<file path="config.mk">
export PLATFORM = sky130hd
export DESIGN_NAME = cube_pixel_serializer
export DESIGN_NICKNAME = d
export VERILOG_FILES = /design/src/rtl/cube_raster_pkg.sv /design/src/rtl/cube_bit_encoder.sv /design/src/rtl/cube_pixel_serializer.sv
export SDC_FILE = /design/constraint.sdc
export NUM_CORES = 1
export LEC_CHECK = 0
export ABC_AREA = 1
export CORE_MARGIN = 2
export CORE_UTILIZATION = 50
export CTS_CLUSTER_SIZE = 16
export DETAILED_ROUTE_END_ITERATION = 16
export GPL_TIMING_DRIVEN = 0
export PLACE_DENSITY = 0.73
export SETUP_SLACK_MARGIN = 0.05
export SLEW_MARGIN = 40
export SYNTH_ARGS = -nofsm -noshare
export SYNTH_HDL_FRONTEND = slang
export SYNTH_SLANG_ARGS = --single-unit
</file>
<file path="constraint.sdc">
create_clock -name clk -period 2.4 [get_ports clk]
set_clock_uncertainty 0.2 [all_clocks]
set_input_delay 0.48 -clock clk [delete_from_list [all_inputs] [get_ports clk]]
set_output_delay 0.48 -clock clk [all_outputs]
set_load 0.02 [all_outputs]
</file>
<file path="src/rtl/cube_raster_pkg.sv">
// rtl/cube_raster_pkg.sv - shared FSM type, width helpers and brightness scaling
package cube_raster_pkg;

  typedef enum logic [1:0] {IDLE, LOAD, SHIFT, LATCH} state_e;

  localparam int MAX_PB = 256;

  // Counter width for values 0..v-1, never narrower than one bit.
  function automatic int clog2(input int v);
    int r;
    r = 0;
    while ((1 << r) < v) r++;
    return (r < 1) ? 1 : r;
  endfunction

  function automatic int pixel_bits(input int colors, input int color_bits);
    return colors * color_bits;
  endfunction

  function automatic logic [MAX_PB-1:0] scale_pixel(input logic [MAX_PB-1:0] data,
                                                    input int dim, input int colors,
                                                    input int color_bits);
    logic [MAX_PB-1:0] res;
    res = '0;
    for (int f = 0; f < colors; f++)
      for (int b = 0; b < color_bits; b++)
        if (b + dim < color_bits) res[f*color_bits + b] = data[f*color_bits + b + dim];
    return res;
  endfunction

endpackage

</file>
<file path="src/rtl/cube_bit_encoder.sv">
// rtl/cube_bit_encoder.sv - bit-phase counter and per-channel pulse-width encoder
module cube_bit_encoder import cube_raster_pkg::*; #(
  parameter int CHANNELS = 4,
  parameter int TBIT     = 10,
  parameter int T0H      = 3,
  parameter int T1H      = 7
) (
  input  logic                clk,
  input  logic                reset,
  input  logic                run_i,
  input  logic [CHANNELS-1:0] bits_i,
  output logic                phase_last_o,
  output logic [CHANNELS-1:0] sout_o
);

  localparam int PW = clog2(TBIT);
  localparam logic [PW-1:0] PH_LAST = PW'(TBIT - 1);
  localparam logic [PW-1:0] HI0     = PW'(T0H);
  localparam logic [PW-1:0] HI1     = PW'(T1H);

  logic [PW-1:0]       phase_q, phase_d;
  logic [CHANNELS-1:0] sout_q, sout_d;

  assign phase_last_o = run_i && (phase_q == PH_LAST);
  assign sout_o       = sout_q;

  // Phase rests at zero outside SHIFT so each pixel starts on a clean bit boundary.
  always_comb begin
    phase_d = '0;
    if (run_i && !phase_last_o) phase_d = phase_q + 1'b1;
    sout_d = '0;
    if (run_i)
      for (int c = 0; c < CHANNELS; c++)
        sout_d[c] = (phase_q < (bits_i[c] ? HI1 : HI0));
  end

  always_ff @(posedge clk) begin
    if (reset) begin
      phase_q <= '0;
      sout_q  <= '0;
    end else begin
      phase_q <= phase_d;
      sout_q  <= sout_d;
    end
  end

endmodule

</file>
<file path="src/rtl/cube_pixel_serializer.sv">
// rtl/cube_pixel_serializer.sv - pixel buffer, dimming and frame FSM for one-wire LED strings
module cube_pixel_serializer import cube_raster_pkg::*; #(
  parameter int CHANNELS     = 4,
  parameter int COLORS       = 3,
  parameter int COLOR_BITS   = 8,
  parameter int TBIT         = 10,
  parameter int T0H          = 3,
  parameter int T1H          = 7,
  parameter int LATCH_CYCLES = 500,
  parameter int MSB_FIRST    = 1
) (
  input  logic                                  clk,
  input  logic                                  reset,
  input  logic [CHANNELS*COLORS*COLOR_BITS-1:0] pix_data,
  input  logic                                  pix_valid,
  output logic                                  pix_ready,
  input  logic                                  frame_end,
  input  logic [clog2(COLOR_BITS)-1:0]          dim,
  output logic [CHANNELS-1:0]                   sout,
  output logic                                  busy,
  output logic                                  underrun
);

  localparam int PB = pixel_bits(COLORS, COLOR_BITS);
  localparam int DW = clog2(COLOR_BITS);
  localparam int BW = clog2(PB);
  localparam int LW = clog2(LATCH_CYCLES + 1);
  localparam logic [BW-1:0] BIT_LAST   = BW'(PB - 1);
  localparam logic [LW-1:0] LATCH_LAST = LW'(LATCH_CYCLES - 1);

  state_e                 state_q;
  logic [CHANNELS*PB-1:0] hold_q, shreg_q, scaled, shifted;
  logic                   hold_v_q, frame_pend_q, underrun_q;
  logic [DW-1:0]          dim_q;
  logic [BW-1:0]          bit_cnt_q;
  logic [LW-1:0]          latch_cnt_q;
  logic [CHANNELS-1:0]    cur_bit;
  logic                   phase_last, take;

  assign take      = pix_valid && !hold_v_q;
  assign pix_ready = !hold_v_q;
  assign busy      = (state_q != IDLE);
  assign underrun  = underrun_q;

  for (genvar c = 0; c < CHANNELS; c++) begin : g_chan
    assign scaled[c*PB +: PB] =
      PB'(scale_pixel(MAX_PB'(hold_q[c*PB +: PB]), int'(dim_q), COLORS, COLOR_BITS));
    if (MSB_FIRST != 0) begin : g_msb
      assign cur_bit[c]          = shreg_q[c*PB + PB - 1];
      assign shifted[c*PB +: PB] = {shreg_q[c*PB +: PB-1], 1'b0};
    end else begin : g_lsb
      assign cur_bit[c]          = shreg_q[c*PB];
      assign shifted[c*PB +: PB] = {1'b0, shreg_q[c*PB + 1 +: PB-1]};
    end
  end

  cube_bit_encoder #(
    .CHANNELS (CHANNELS),
    .TBIT     (TBIT),
    .T0H      (T0H),
    .T1H      (T1H)
  ) u_enc (
    .clk          (clk),
    .reset        (reset),
    .run_i        (state_q == SHIFT),
    .bits_i       (cur_bit),
    .phase_last_o (phase_last),
    .sout_o       (sout)
  );

  always_ff @(posedge clk) begin
    if (reset) begin
      state_q      <= IDLE;
      hold_q       <= '0;
      hold_v_q     <= 1'b0;
      frame_pend_q <= 1'b0;
      underrun_q   <= 1'b0;
      dim_q        <= '0;
      shreg_q      <= '0;
      bit_cnt_q    <= '0;
      latch_cnt_q  <= '0;
    end else begin
      underrun_q <= 1'b0;
      if (frame_end && (state_q != IDLE || hold_v_q)) frame_pend_q <= 1'b1;
      case (state_q)
        IDLE: begin
          if (hold_v_q) begin
            state_q <= LOAD;
            dim_q   <= dim;
          end else if (frame_end) begin
            state_q     <= LATCH;
            latch_cnt_q <= '0;
          end
        end
        LOAD: begin
          shreg_q   <= scaled;
          hold_v_q  <= 1'b0;
          bit_cnt_q <= '0;
          state_q   <= SHIFT;
        end
        SHIFT: begin
          if (phase_last) begin
            if (bit_cnt_q == BIT_LAST) begin
              // A waiting pixel reloads here directly so the strings see no gap.
              if (hold_v_q) begin
                shreg_q   <= scaled;
                hold_v_q  <= 1'b0;
                bit_cnt_q <= '0;
              end else if (frame_pend_q) begin
                state_q      <= LATCH;
                latch_cnt_q  <= '0;
                frame_pend_q <= 1'b0;
              end else begin
                state_q    <= IDLE;
                underrun_q <= 1'b1;
              end
            end else begin
              shreg_q   <= shifted;
              bit_cnt_q <= bit_cnt_q + 1'b1;
            end
          end
        end
        LATCH: begin
          if (latch_cnt_q == LATCH_LAST) state_q <= IDLE;
          else latch_cnt_q <= latch_cnt_q + 1'b1;
        end
        default: state_q <= IDLE;
      endcase
      if (take) begin
        hold_q   <= pix_data;
        hold_v_q <= 1'b1;
      end
    end
  end

endmodule

</file>
# == Word level (Yosys, flattened, before mapping) ==
# Cells that the tools add are included.
# totals
regBits,222
in_bits,103
out_inout_bits,7
wordCells,534
# op_classes
addsub,26
order_cmp,36
n_eq_ne,18
n_mux,419
n_bitwise,4
reduce_logical,20
# ops
operator,n
binary-select mux 1 bit (select 8 bit),92
two-way mux 1 bit,294
two-way mux 96 bit,3
less-than comparator 32 x 10 -> 1 bit (second input constant),7
case mux 96 bit (2 select lines),1
less-than comparator 5 x 9 -> 1 bit (second input constant),8
less-than comparator 6 x 9 -> 1 bit (second input constant),8
two-way mux 9 bit,7
adder 5 x 3 -> 6 bit (first input constant),8
adder 4 x 3 -> 5 bit (first input constant),8
less-than comparator 4 bit (second input constant),7
case mux 9 bit (3 select lines),1
adder 3 x 3 -> 4 bit (first input constant),4
less-than comparator 4 bit,4
!= test 2 bit (second input constant),8
two-way mux 5 bit,3
two-way mux 2 bit,7
binary-select mux 1 bit (select 3 bit),4
two-way mux 3 bit,4
!= test 3 bit (second input constant),4
case mux 5 bit (2 select lines),1
adder 9 x 1 -> 9 bit (second input constant),1
equality test 9 bit (second input constant),1
less-than comparator 3 x 9 -> 1 bit (second input constant),1
24 further kinds,37

# == Logic depth before layout (Yosys ltp) ==
# Gate-level depths: netlist of the first run.
# logic_depth
depth_word,9
mapped_depth,14
depth_no_buf,11

# == Modules after synthesis ==
# From an unflattened synthesis of the first run, not the netlist that was laid out.
# hier_totals
cells_unflattened,1961
hier_area_um2,12525.8
# modules_own_cells
mod,instances,cells_per_inst,area_per_inst_um2,seq_area_each_um2
cube_pixel_serializer,1,1913,12104.1,4284.1
cube_bit_encoder,1,48,421.7,160.2

# == Worst setup path after synthesis of the first run ==
# No wires, ideal clock.
# synth_timing
path_kind,flip-flop to flip-flop
startpoint,register dim_q[1]
endpoint,register shreg_q[63]
setup_ns,0.070
arrival_time_ns,2.277
t_required_ns,2.130
slack_ns,-0.147
path_stages_with_launch,15
path_buffers,3
period_less_slack_ns,2.547
path_cell_list,dfxtp_1 buf_2 clkinv_1 clkbuf_1 ha_1 inv_1 ha_1 inv_1 clkbuf_1 nand3_1 nand2_1 nand2_1 nand2_1 nand2_1 a21oi_1
# synth_via
elab_chain_cells,9
elab_cells_between_ends,11
classes_between,2 x add/sub; 1 x order compare; 8 x mux
# synth_lines
item,line,text
"start, declared",cube_pixel_serializer.sv:34,logic [DW-1:0] dim_q;
"start signal, assigned",cube_pixel_serializer.sv:89,dim_q <= dim;
adder 4 x 3 -> 5 bit,cube_raster_pkg.sv:27,if (b + dim < color_bits) res[f*color_bits + b] = data[f*color_bits + b + dim];
binary-select mux 1 bit (select 8 bit),cube_raster_pkg.sv:27,
two-way mux 1 bit (implied by the code) (2 in a row),cube_raster_pkg.sv:27,
two-way mux 1 bit (*),cube_raster_pkg.sv:27,
two-way mux 96 bit,cube_pixel_serializer.sv:105,if (hold_v_q) begin
two-way mux 96 bit,cube_pixel_serializer.sv:103,if (bit_cnt_q == BIT_LAST) begin
two-way mux 96 bit,cube_pixel_serializer.sv:102,if (phase_last) begin
case mux 96 bit (2 select lines) (*),cube_pixel_serializer.sv:85,case (state_q)
"end signal, assigned",cube_pixel_serializer.sv:96,shreg_q <= scaled;
"end signal, assigned",cube_pixel_serializer.sv:106,shreg_q <= scaled;
"end signal, assigned",cube_pixel_serializer.sv:118,shreg_q <= shifted;
"end, declared",cube_pixel_serializer.sv:32,"logic [CHANNELS*PB-1:0] hold_q, shreg_q, scaled, shifted;"
# Every way passes the cells marked *; elsewhere a longest branch is shown, timed or not. The select of a mux whose other input is x is not followed.
# A chain may end at the register's enable or synchronous reset.

# == Worst setup path in the final report of the first run ==
# Ends and elaborated chain as after synthesis.

==> impl_metrics.tcl, run 1 <==
set metrics [dict create \
    status "finished clean" \
    antenna_found_initial 0 \
    grt_max_degree 14 \
    whs_path_depth 2 \
    cts_tree "yes" \
    netlist_area_mm2 0.0125 \
    period_needed_ns 2.34 \
    setup_viol 0 \
    crit_required_ns 2.67 \
    layout-drive-gt1-share_pct 11.1 \
    cts_max_path_buffers 3 \
    cp_slowest_cell "dfxtp_4" \
    floorplan.initialDensity_pct 51.1 \
    gr-usage-all-layers_pct 38.1 \
    clk_pin_slew_ns 0.07 \
    hpwl_mm 39.3 \
    first_pass_iters 7 \
    postSynthAreaPerCell_um2 6.33 \
    synth_warnings 0 \
    dr.first_iter.drc_count 1900 \
    period_share_pct 97.4 \
    seq_area_frac_synth_pct 35.7 \
    tightest_slew_ns 0.837 \
    htreeDepth 1 \
    syn-num-nets 2092 \
    wl_per_cell_um 20.7 \
    ios 110 \
    finalNonFillerCells 2454 \
    path_buf_inv 5 \
    routed_via_density 5.82 \
    cts_root_buf "clkbuf_16" \
    layout.nets 2233 \
    startpoint_type "register" \
    cp-end-kind "register" \
    crit_arrival_ns 2.61 \
    clk-insertion-delay-late_ns 0.54 \
    drt-total-wl_mm 50.9 \
    ir_drop_mv 0.685 \
    path_max_fanout 10 \
    drc 0 \
    worst-r2r-cell-count 13 \
    ys_ff_latch 222 \
    power.total_uw 14900 \
    p_leak_uw 0.00676 \
    nFillCells 2350 \
    gr-total-overflow 0 \
    fmax_mhz 428 \
    final_antenna_net_count 0 \
    power_density_mw_per_mm2 973 \
    hold_slack_ns 0.0355 \
    clkSinkCount 222 \
    grt_pass1_wl_mm 76.2 \
    place.gp.congestion 1.03 \
    postCtsHoldBufs 0 \
    holdCritPathClass "input port to register" \
    dp_cells 2402 \
    rsz0062_at_grt "yes" \
    path_delay_family "buffers and inverters" \
    crit_type "register to register" \
    grt_pass1_vias 13077 \
    synth_cell_types 41 \
    slowest_delay_ns 0.36 \
    maxCapViolations 0 \
    slew_viol_final 0 \
    rows 57 \
    core_region_area_mm2 0.0244 \
    die_w_um 162 \
    relSlewSlack_pct 44.2 \
    syn_to_final_growth_pct 23.2 \
    dieArea_mm2 0.0262 \
    crit_top_cell "nand2_1" \
    io_buffers 108 \
    netlist_instances 1970 \
    hold_viol 0 \
    numCtsBuffers 24 \
    path_depth 13 \
    dieHeight_um 162 \
    vias 14283 \
    path_cells "buf_6 -> inv_8 -> clkbuf_16 -> ha_4 -> inv_1 -> ha_4 -> buf_6 -> nand3_1 -> nand2_1 -> nand2_1 -> nand2_1 -> nand2_1 -> a21oi_1" \
]
-- synthesized netlist by cell type --
cell	count	area share [%]
buf_1	23	0.69
o221ai_1	1	0.070
inv_6	1	0.070
buf_6	5	0.45
and3_1	1	0.050
nor2_1	189	5.7
nand3b_1	1	0.060
nor2_8	1	0.16
buf_2	41	1.6
o21ai_1	39	1.6
nand3_2	1	0.080
nor3b_2	2	0.20
a31oi_1	1	0.050
ha_1	19	1.9
nand2_4	4	0.36
nand4_1	2	0.10
nand2_1	555	17
a22oi_1	2	0.12
clkinv_1	2	0.060
xnor2_1	2	0.14
nor4_1	1	0.050
nor2_4	5	0.45
clkbuf_2	2	0.080
or2_2	15	0.75
clkbuf_1	53	1.6
a211oi_1	5	0.30
xor2_1	2	0.14
nor3_1	4	0.16
a21boi_0	4	0.24
dfxtp_1	222	36
o21ai_0	223	9.0
inv_1	95	2.9
buf_4	6	0.36
inv_2	6	0.18
nand3_1	268	11
buf_12	1	0.16
nor3_4	1	0.13
nand2_2	8	0.40
a21oi_1	144	5.8
o211ai_1	12	0.72
nor2_2	1	0.050
-- layout by cell type (no fill, tap or decap), types with 8 or more instances in the layout --
master / instances
or2_2: 15
nor2_1: 187
nand3_1: 253
nand2_2: 30
ha_1: 15
buf_2: 30
clkbuf_2: 15
buf_1: 15
inv_1: 90
buf_6: 14
nand3_2: 16
inv_2: 11
clkbuf_1: 36
o21ai_0: 217
o211ai_1: 12
o21ai_1: 45
nand2_1: 533
clkbuf_16: 26
a21oi_1: 136
buf_4: 21
dfxtp_1: 219
clkdlybuf4s50_1: 106
a21oi_2: 8
-- through the flow --
stage | setup TNS (ns) | util (%) | area [um2] | setup slack (ns)
4_1_cts | 0 | 62.2 | 15200 | 0.0329
6_report | 0 | 63.0 | 15400 | 0.0617
2_1_floorplan | 0 | - | 12500 | 0.0531
3_5_place_dp | -46.33 | 57.2 | 14000 | -0.991
5_1_grt | 0 | 62.9 | 15400 | 0.0214
3_3_place_gp | -46.45 | 57.2 | 14000 | -1.00
-- report_power, final --
group	internal, uW	switching (uW)
clock	2530	1580
combinational	1990	4180
sequential	4270	386
total	8790	6140
-- cell families after synthesis --
logic type,count (synthesis),share of synthesized area [%]
compound gates,431,17.8
xor+xnor,4,0.281
fa+ha+maj,19,1.91
buf+inv,235,8.16
flops,222,35.7
simple gates,1059,36.2
-- layer usage --
metal	vias up	wire length, um	GRT usage [%]
li1	6778	-	-
met1	6546	21400	51.7
met2	822	22100	60.3
met3	135	5190	7.15
met4	2	2180	14.3
met5	-	52	1.52
-- state kept, by name, indices dropped and copies added (netlist names) --
name	cells
bit_cnt_q	5
dim_q	3
frame_pend_q	1
hold_q	96
hold_v_q	1
latch_cnt_q	9
shreg_q	96
state_q	2
u_enc.phase_q	4
u_enc.sout_o	4
underrun	1
-- repair_timing --
action / CTS / global route
buffers inserted: 6 / 3
setup endpoints to repair: 79 / 79
endpoints found under the hold margin: 0 / 0
pin swaps: 2 / 14
resized for setup: 88 / 72
gates cloned: 1 / 0
-- final timing paths --
check                                from                        end  slack [ns]
setup / recovery    dim_q[1]$_SDFFE_PP0P_   shreg_q[63]$_SDFFE_PP0P_        0.06
hold / removal                      reset  bit_cnt_q[0]$_SDFFE_PP0P_        0.04
setup reg to reg    dim_q[1]$_SDFFE_PP0P_   shreg_q[63]$_SDFFE_PP0P_        0.06
hold reg to reg   shreg_q[3]$_SDFFE_PP0P_    shreg_q[3]$_SDFFE_PP0P_        0.25
-- final cells by class --
class	count	area, um2	area share [%]
Multi-Input combinational cell	1513	7220	47.0
Sequential cell	222	4460	29.0
Timing Repair Buffer	118	1160	7.56
Buffer	128	828	5.39
Clock buffer	33	684	4.46
Tap cell	324	405	2.64
Inverter	104	403	2.62
Clock inverter	11	194	1.26
Antenna cell	1	2.50	0.0163
(Power assumes the default switching activity.)
==> run 2, diff against run 1 <==
- SLEW_MARGIN: 40 -> 20
==> results of run 2 <==
The final DEF is identical to that of run 1; final timing and power are the same.
